===== config.mk =====
export PLATFORM = sky130hd
export DESIGN_NAME = c1_master
export DESIGN_NICKNAME = d
export VERILOG_FILES = /design/src/rtl/c1_master.sv
export SDC_FILE = /design/constraint.sdc
export NUM_CORES = 1
export LEC_CHECK = 0
export CAP_MARGIN = 20
export CORE_MARGIN = 3
export CORE_UTILIZATION = 25
export DETAILED_ROUTE_END_ITERATION = 8
export GPL_TIMING_DRIVEN = 0
export PLACE_DENSITY = 0.58
export SYNTH_ARGS = -nofsm -noshare
export SYNTH_HDL_FRONTEND = slang
export SYNTH_SLANG_ARGS = --single-unit

===== constraint.sdc =====
create_clock -name clk -period 2.8 [get_ports clk]
set_input_delay 0.56 -clock clk [delete_from_list [all_inputs] [get_ports clk]]
set_output_delay 0.56 -clock clk [all_outputs]
set_load 0.02 [all_outputs]

===== src/rtl/c1_master.sv =====
// C1 bus master: accepts one request at a time, runs the two-cycle address
// phase, a turnaround cycle, then waits (bounded) for the cache response
// code and returns the captured read data or a timeout indication.
module c1_master #(
  parameter int ADDR_W   = 19,
  parameter int OFFSET_W = 5,
  parameter int BUS_W    = 16,
  parameter int TIMEOUT  = 255
) (
  input  logic                   clk,
  input  logic                   reset,
  input  logic                   req_valid,
  output logic                   req_ready,
  input  logic [2:0]             req_cmd,
  input  logic [ADDR_W-1:0]      req_addr,
  input  logic [2*BUS_W-1:0]     req_wdata,
  output logic                   resp_valid,
  output logic [2*BUS_W-1:0]     resp_rdata,
  output logic                   resp_timeout,
  output logic [ADDR_W-OFFSET_W-1:0] bus_addr,
  output logic [2:0]             bus_cmd_out,
  output logic                   bus_cmd_oe,
  input  logic [2:0]             bus_cmd_in,
  output logic [BUS_W-1:0]       bus_data_out,
  output logic                   bus_data_oe,
  input  logic [BUS_W-1:0]       bus_data_in
);

  localparam int LINE_W = ADDR_W - OFFSET_W;
  localparam int CNT_W  = (TIMEOUT > 1) ? $clog2(TIMEOUT + 1) : 1;

  localparam logic [2:0] S_IDLE  = 3'd0;
  localparam logic [2:0] S_ADDR1 = 3'd1;
  localparam logic [2:0] S_ADDR2 = 3'd2;
  localparam logic [2:0] S_TURN  = 3'd3;
  localparam logic [2:0] S_WAIT  = 3'd4;
  localparam logic [2:0] S_RESP2 = 3'd5;
  localparam logic [2:0] S_DONE  = 3'd6;

  localparam logic [2:0] CMD_NOP     = 3'd0;
  localparam logic [2:0] CMD_READ8   = 3'd1;
  localparam logic [2:0] CMD_READ16  = 3'd2;
  localparam logic [2:0] CMD_READ32  = 3'd3;
  localparam logic [2:0] CMD_WRITE32 = 3'd7;
  localparam logic [2:0] CMD_RESP    = 3'd7;

  logic [2:0]          r_state;
  logic [2:0]          r_cmd;
  logic [OFFSET_W-1:0] r_off;
  logic [2*BUS_W-1:0]  r_wdata;
  logic [CNT_W-1:0]    r_cnt;
  logic [2*BUS_W-1:0]  r_rdata;
  logic                r_timeout;
  logic [LINE_W-1:0]   r_bus_addr;

  logic                w_hs;
  logic                w_is_write;
  logic [LINE_W-1:0]   w_off_addr;

  // First response beat: narrow reads are zero-extended, READ32 fills the
  // low half (high half arrives in RESP2), writes/INV_LINE return zero.
  function automatic logic [2*BUS_W-1:0] f_capture(input logic [2:0] cmd,
                                                   input logic [BUS_W-1:0] d);
    logic [2*BUS_W-1:0] v;
    v = '0;
    case (cmd)
      CMD_READ8:  v[7:0] = d[7:0];
      CMD_READ16: v[BUS_W-1:0] = d;
      CMD_READ32: v[BUS_W-1:0] = d;
      default:    v = '0;
    endcase
    return v;
  endfunction

  assign w_hs       = req_valid && (r_state == S_IDLE);
  assign w_is_write = r_cmd[2] && (r_cmd[1:0] != 2'b00);

  // Second address beat carries only the in-line offset, zero-extended.
  always_comb begin
    w_off_addr = '0;
    w_off_addr[OFFSET_W-1:0] = r_off;
  end

  // Transaction FSM, request latch, wait counter and response capture.
  always_ff @(posedge clk) begin
    if (reset) begin
      r_state    <= S_IDLE;
      r_cmd      <= CMD_NOP;
      r_off      <= '0;
      r_wdata    <= '0;
      r_cnt      <= '0;
      r_rdata    <= '0;
      r_timeout  <= 1'b0;
      r_bus_addr <= '0;
    end else begin
      case (r_state)
        S_IDLE: begin
          // A NOP handshake is simply consumed.
          if (w_hs && (req_cmd != CMD_NOP)) begin
            r_cmd      <= req_cmd;
            r_off      <= req_addr[OFFSET_W-1:0];
            r_wdata    <= req_wdata;
            r_bus_addr <= req_addr[ADDR_W-1:OFFSET_W];
            r_state    <= S_ADDR1;
          end
        end
        S_ADDR1: begin
          r_bus_addr <= w_off_addr;
          r_state    <= S_ADDR2;
        end
        S_ADDR2: r_state <= S_TURN;
        S_TURN: begin
          r_cnt   <= '0;
          r_state <= S_WAIT;
        end
        S_WAIT: begin
          // A response on the last permitted cycle beats the timeout.
          if (bus_cmd_in == CMD_RESP) begin
            r_rdata   <= f_capture(r_cmd, bus_data_in);
            r_timeout <= 1'b0;
            r_state   <= (r_cmd == CMD_READ32) ? S_RESP2 : S_DONE;
          end else if (r_cnt == CNT_W'(TIMEOUT - 1)) begin
            r_rdata   <= '0;
            r_timeout <= 1'b1;
            r_state   <= S_DONE;
          end else begin
            r_cnt <= r_cnt + CNT_W'(1);
          end
        end
        S_RESP2: begin
          r_rdata[2*BUS_W-1:BUS_W] <= bus_data_in;
          r_state <= S_DONE;
        end
        S_DONE:  r_state <= S_IDLE;
        default: r_state <= S_IDLE;
      endcase
    end
  end

  // Bus drive decode: values are forced to zero whenever not enabled.
  always_comb begin
    bus_cmd_oe   = 1'b0;
    bus_cmd_out  = CMD_NOP;
    bus_data_oe  = 1'b0;
    bus_data_out = '0;
    case (r_state)
      S_ADDR1: begin
        bus_cmd_oe  = 1'b1;
        bus_cmd_out = r_cmd;
        if (w_is_write) begin
          bus_data_oe  = 1'b1;
          bus_data_out = r_wdata[BUS_W-1:0];
        end
      end
      S_ADDR2: begin
        bus_cmd_oe  = 1'b1;
        bus_cmd_out = CMD_NOP;
        if (r_cmd == CMD_WRITE32) begin
          bus_data_oe  = 1'b1;
          bus_data_out = r_wdata[2*BUS_W-1:BUS_W];
        end
      end
      default: ;
    endcase
  end

  assign req_ready    = (r_state == S_IDLE);
  assign resp_valid   = (r_state == S_DONE);
  assign resp_rdata   = r_rdata;
  assign resp_timeout = r_timeout;
  assign bus_addr     = r_bus_addr;

endmodule


# Yosys cells after proc, flatten, opt, wreduce, memory -nomap -nowiden
# Cells that the tools add are included.
# classes
add_sub_neg	1
eq_ne	16
mux	25
reduce_logical	19
# ops
cell	n
two-way mux 32 bit	2
case mux 16 bit (2 select lines)	2
two-way mux 16 bit	2
two-way mux 8 bit	4
case mux 14 bit (2 select lines)	1
case mux 3 bit (6 select lines)	1
case mux 8 bit (2 select lines)	1
equality test 3 bit, second input constant	5
two-way mux 14 bit	1
equality test 3 x 2 -> 1 bit, second input constant	4
two-way mux 3 bit	4
AND reduction 2 bit	5
nonzero test 2 bit	5
adder 8 x 1 -> 8 bit, second input constant	1
equality test 8 bit, second input constant	1
equality test 3 x 1 -> 1 bit, second input constant	2
two-way mux 1 bit	5
!= test 2 bit, second input constant	2
OR reduction 2 bit	2
logical AND 1 bit	3
zero test 3 bit	1
!= test 3 bit, second input constant	1
AND reduction 3 bit	1
nonzero test 3 bit	1
4 further kinds	4
# word_totals
regBits	98
input_bits	76
word_cells	70

# Depth between registers and ports, before layout
# logic_depth
depth_word	5
depth_mapped	7

# Worst setup path before layout
# No wires, ideal clock.
# synth_path
path_kind	flip-flop to output port
startpoint	reg r_state[1]
endpoint	out bus_data_out[0]
t_arrival_ps	1786
required_ps	2240
setup_slack_ps	454
path_stages_with_launch	7
path_buffers	2
path_cell_list	dfxtp_1 > nor3b_2 > and2_1 > nor2b_1 > buf_1 > buf_2 > a22o_1
# synth_between
elab_chain_cells	2
# synth_lines
item	line_no	rtl
start, declared	47	logic [2:0] r_state;
start signal, assigned	121	r_state <= (r_cmd == CMD_READ32) ? S_RESP2 : S_DONE;
equality test 3 x 2 -> 1 bit / equality test 3 x 1 -> 1 bit (equally long branches)	146	case (r_state)
case mux 16 bit (2 select lines) (*)	146	
end, declared	24	output logic [BUS_W-1:0] bus_data_out,
# Mark *: on every way between the ends. The rest lies on a longest branch, timed or not.

# Worst setup path in the final report
# layout_path
startpoint	reg r_state[2]
endpoint	out bus_data_out[0]
# Same word-level chain as after synthesis.

==> metrics.md <==
| Metric | Value |
|---|---|
| Worst Max-Slew Pin Slew | 0.718 ns |
| Clock Sinks | 98 |
| VDD IR max | 0.000368 V |
| # setup viols final | 0 |
| Gpl congestion | 0.777 |
| Period utilisation layout | 94.1% |
| Top post-synthesis cells by count | nand2_1, dfxtp_1, a21oi_1, a22o_1, clkbuf_1 |
| Drt via density | 4.82 |
| Synth Area per Inst | roughly 8.6 µm² |
| Place WS | -0.434 ns |
| H-tree levels | 3 |
| Yosys warns | 0 |
| Hold Path Class | register to register |
| Synth Net Count | 531 |
| Routed wire length | 13000 µm |
| Crit path arrival time | approximately 2.1 ns |
| Distinct cell type count after synthesis | 42 |
| Layout cells sized above 1 | ~8.3% |
| Multi-input logic area | approximately 0.0018 mm² |
| Vias in the first global route | slightly below 4k |
| RSZ-0062 raised after global routing | no |
| Register area | 0.00196 mm² |
| Post-synth top area share | 50.6% |
| Flip-flop and latch count after synthesis | 98 |
| Count leader, synth | nand2_1 |
| Initial antenna violation count | 0 |
| Worst reg-to-reg setup slack | 0.43 ns |
| Fmax | 0.379 GHz |
| Final setup margin | approximately 0.16 ns |
| FFs w/ async S/R, synth | 0% |
| CTS Hold Bufs | 0 |
| Antenna Cells | 0 |
| Crit Path Category | register to primary output |
| Post-synthesis cell area | 0.00388 mm² |
| Clock Path Buffers | 2 |
| Max_cap viols | 0 |
| Row cnt | 44 |
| Max Clock Skew | slightly above 0.009 ns |
| Wirelength per Cell | 16.2 µm |
| Hold slack final | about 0.46 ns |
| Worst skew pair latency | 0.36 ns |
| Synth area leader | dfxtp_1 |
| CP Max Fanout | 10 |
| CTS tree | built |
| Total GRT Usage | 15.1% |
| Port-buffer cells | ~140 |
| DR pass1 iterations | 4 |
| Synth top area cells | dfxtp_1, nand2_1, a21oi_1 |
| PwrDens | 562 mW/mm² |
| Core area | approximately 0.015 mm² |
| Slew Viols, Final | 0 |
| EDFF count, synth | 0 |
| Die W | 131 µm |
| Critical Path RT | 2.24 ns |
| # IOs | 146 |
| Grt total ovfl | 0 |
| Final hold violations | 0 |
| Routed Antenna Nets | 0 |
| Final Critical Period | 2.64 ns |
| Top FF cell, synth | dfxtp_1 |
| Residual DRC | 0 |
| Initial Util | 26.1% |
| Initial drt markers | 144 |
| Cells after Synth | 453 |
| Clock Pin Slew Worst Setup and Hold Paths | roughly 0.070 ns |
| Via count | 3852 |
| # fillers | 1550 |
| DIE HEIGHT | 131 µm |
| Setup crit start kind | register |
| Die area | 0.0170 mm² |
| Largest net degree at the start of global routing | 20 |
| Slew HR | between 50% and 60% |
| Area Growth Syn to Fin | 50.9% |
| Critical Path End Type | primary output |
| Seq/Total Area, Yosys | 50.6% |
| First-pass GRT wire length | 20000 µm |
| Total CTS buffers | 9 |
| Status | completed |
| Root buffer cell | clkbuf_16 |
| Tot Pwr | 3290 µW |
| NumNets Final | around 700 |
| Pleak | 0.00212 µW |
| HPWL Detailed | just under 10000 µm |
-- kinds of logic (layout without fill, tap and decap cells) --
group	count (synthesis)	after routing	share of synthesized area (%)
fa+ha+maj	2	2	0.645
flops	98	98	50.6
compound gates	147	147	23.5
simple gates	169	169	21.0
buf+inv	35	198	3.74
xor+xnor	2	2	0.452
-- per-layer routing --
layer | GRT usage (%) | share of wire (%) | vias up
met5 | 0 | 0 | -
met4 | 3.39 | 0.76 | 0
met3 | 4.55 | 6.1 | 10
met2 | 25.1 | 48 | 122
met1 | 19.3 | 45 | 1806
li1 | - | - | 1914
-- power by group --
part           internal [µW]  switching, µW  total, µW
clock                    628            603       1230
sequential              1470           46.6       1520
combinational            242            297        539
total                   2340            946       3290
-- critical path: stages, from the launching register on --
cell and delay, ns:
dfxtp_1 0.37, nor3b_4 0.25, and2_1 0.17, nor2b_1 0.12
clkbuf_4 0.20, buf_4 0.20, a22o_1 0.16, clkdlybuf4s15_2 0.26
-- cell type report --
cell class,instances,share of cell area (%)
Clock buffer,9,3.85
Inverter,2,0.128
Multi-Input combinational cell,320,30.7
Tap cell,184,3.93
Timing Repair Buffer,148,24.3
Sequential cell,98,33.6
Clock inverter,7,1.13
Buffer,32,2.46
-- what timing repair did --
| action | in CTS | in global routing |
|---|---|---|
| setup endpoints to repair | 17 | 27 |
| gates resized for setup | 29 | 21 |
| endpoints found under the hold margin | 0 | 0 |
| setup buffers | 1 | 2 |
| pin swaps | 1 | 1 |
-- stage by stage --
stage,utilization [%],setup TNS (ns),instances,instance area [µm²]
finish,39.4,0,800,5850
global route,39.4,0,800,5850
CTS,39.4,0,797,5850
detailed placement,37.3,-12.62,781,5550
global placement,37.3,-9.77,781,5550
floorplan,-,0,453,3880
-- placed cells by master (no fill, tap or decap), types with 4 or more instances in the layout --
cell / instances
clkbuf_2: 10
o21ai_0: 20
dlygate4sd2_1: 7
clkbuf_1: 21
or3_1: 5
buf_4: 8
nor2_1: 4
a22oi_1: 5
a21oi_1: 80
nand3_1: 21
nand2_1: 110
dfxtp_1: 97
clkdlybuf4s50_1: 127
a22o_1: 32
clkbuf_16: 9
-- sequential cells by signal, indices dropped and copies added, names as in the netlist --
register and count:
r_wdata 32, resp_rdata 32, bus_addr 14, r_cnt 8, r_off 5, r_cmd 3, r_state 3, resp_timeout 1
-- final timing paths --
check,startpoint,endpoint,cells past startpoint
min reg2reg,r_off[0],r_off[0],2
max reg2reg,r_cnt[0],resp_rdata[14],7
max,r_state[2],bus_data_out[0],7
min,r_off[0],r_off[0],2
Note: power is estimated with default switching activity, not from simulation.
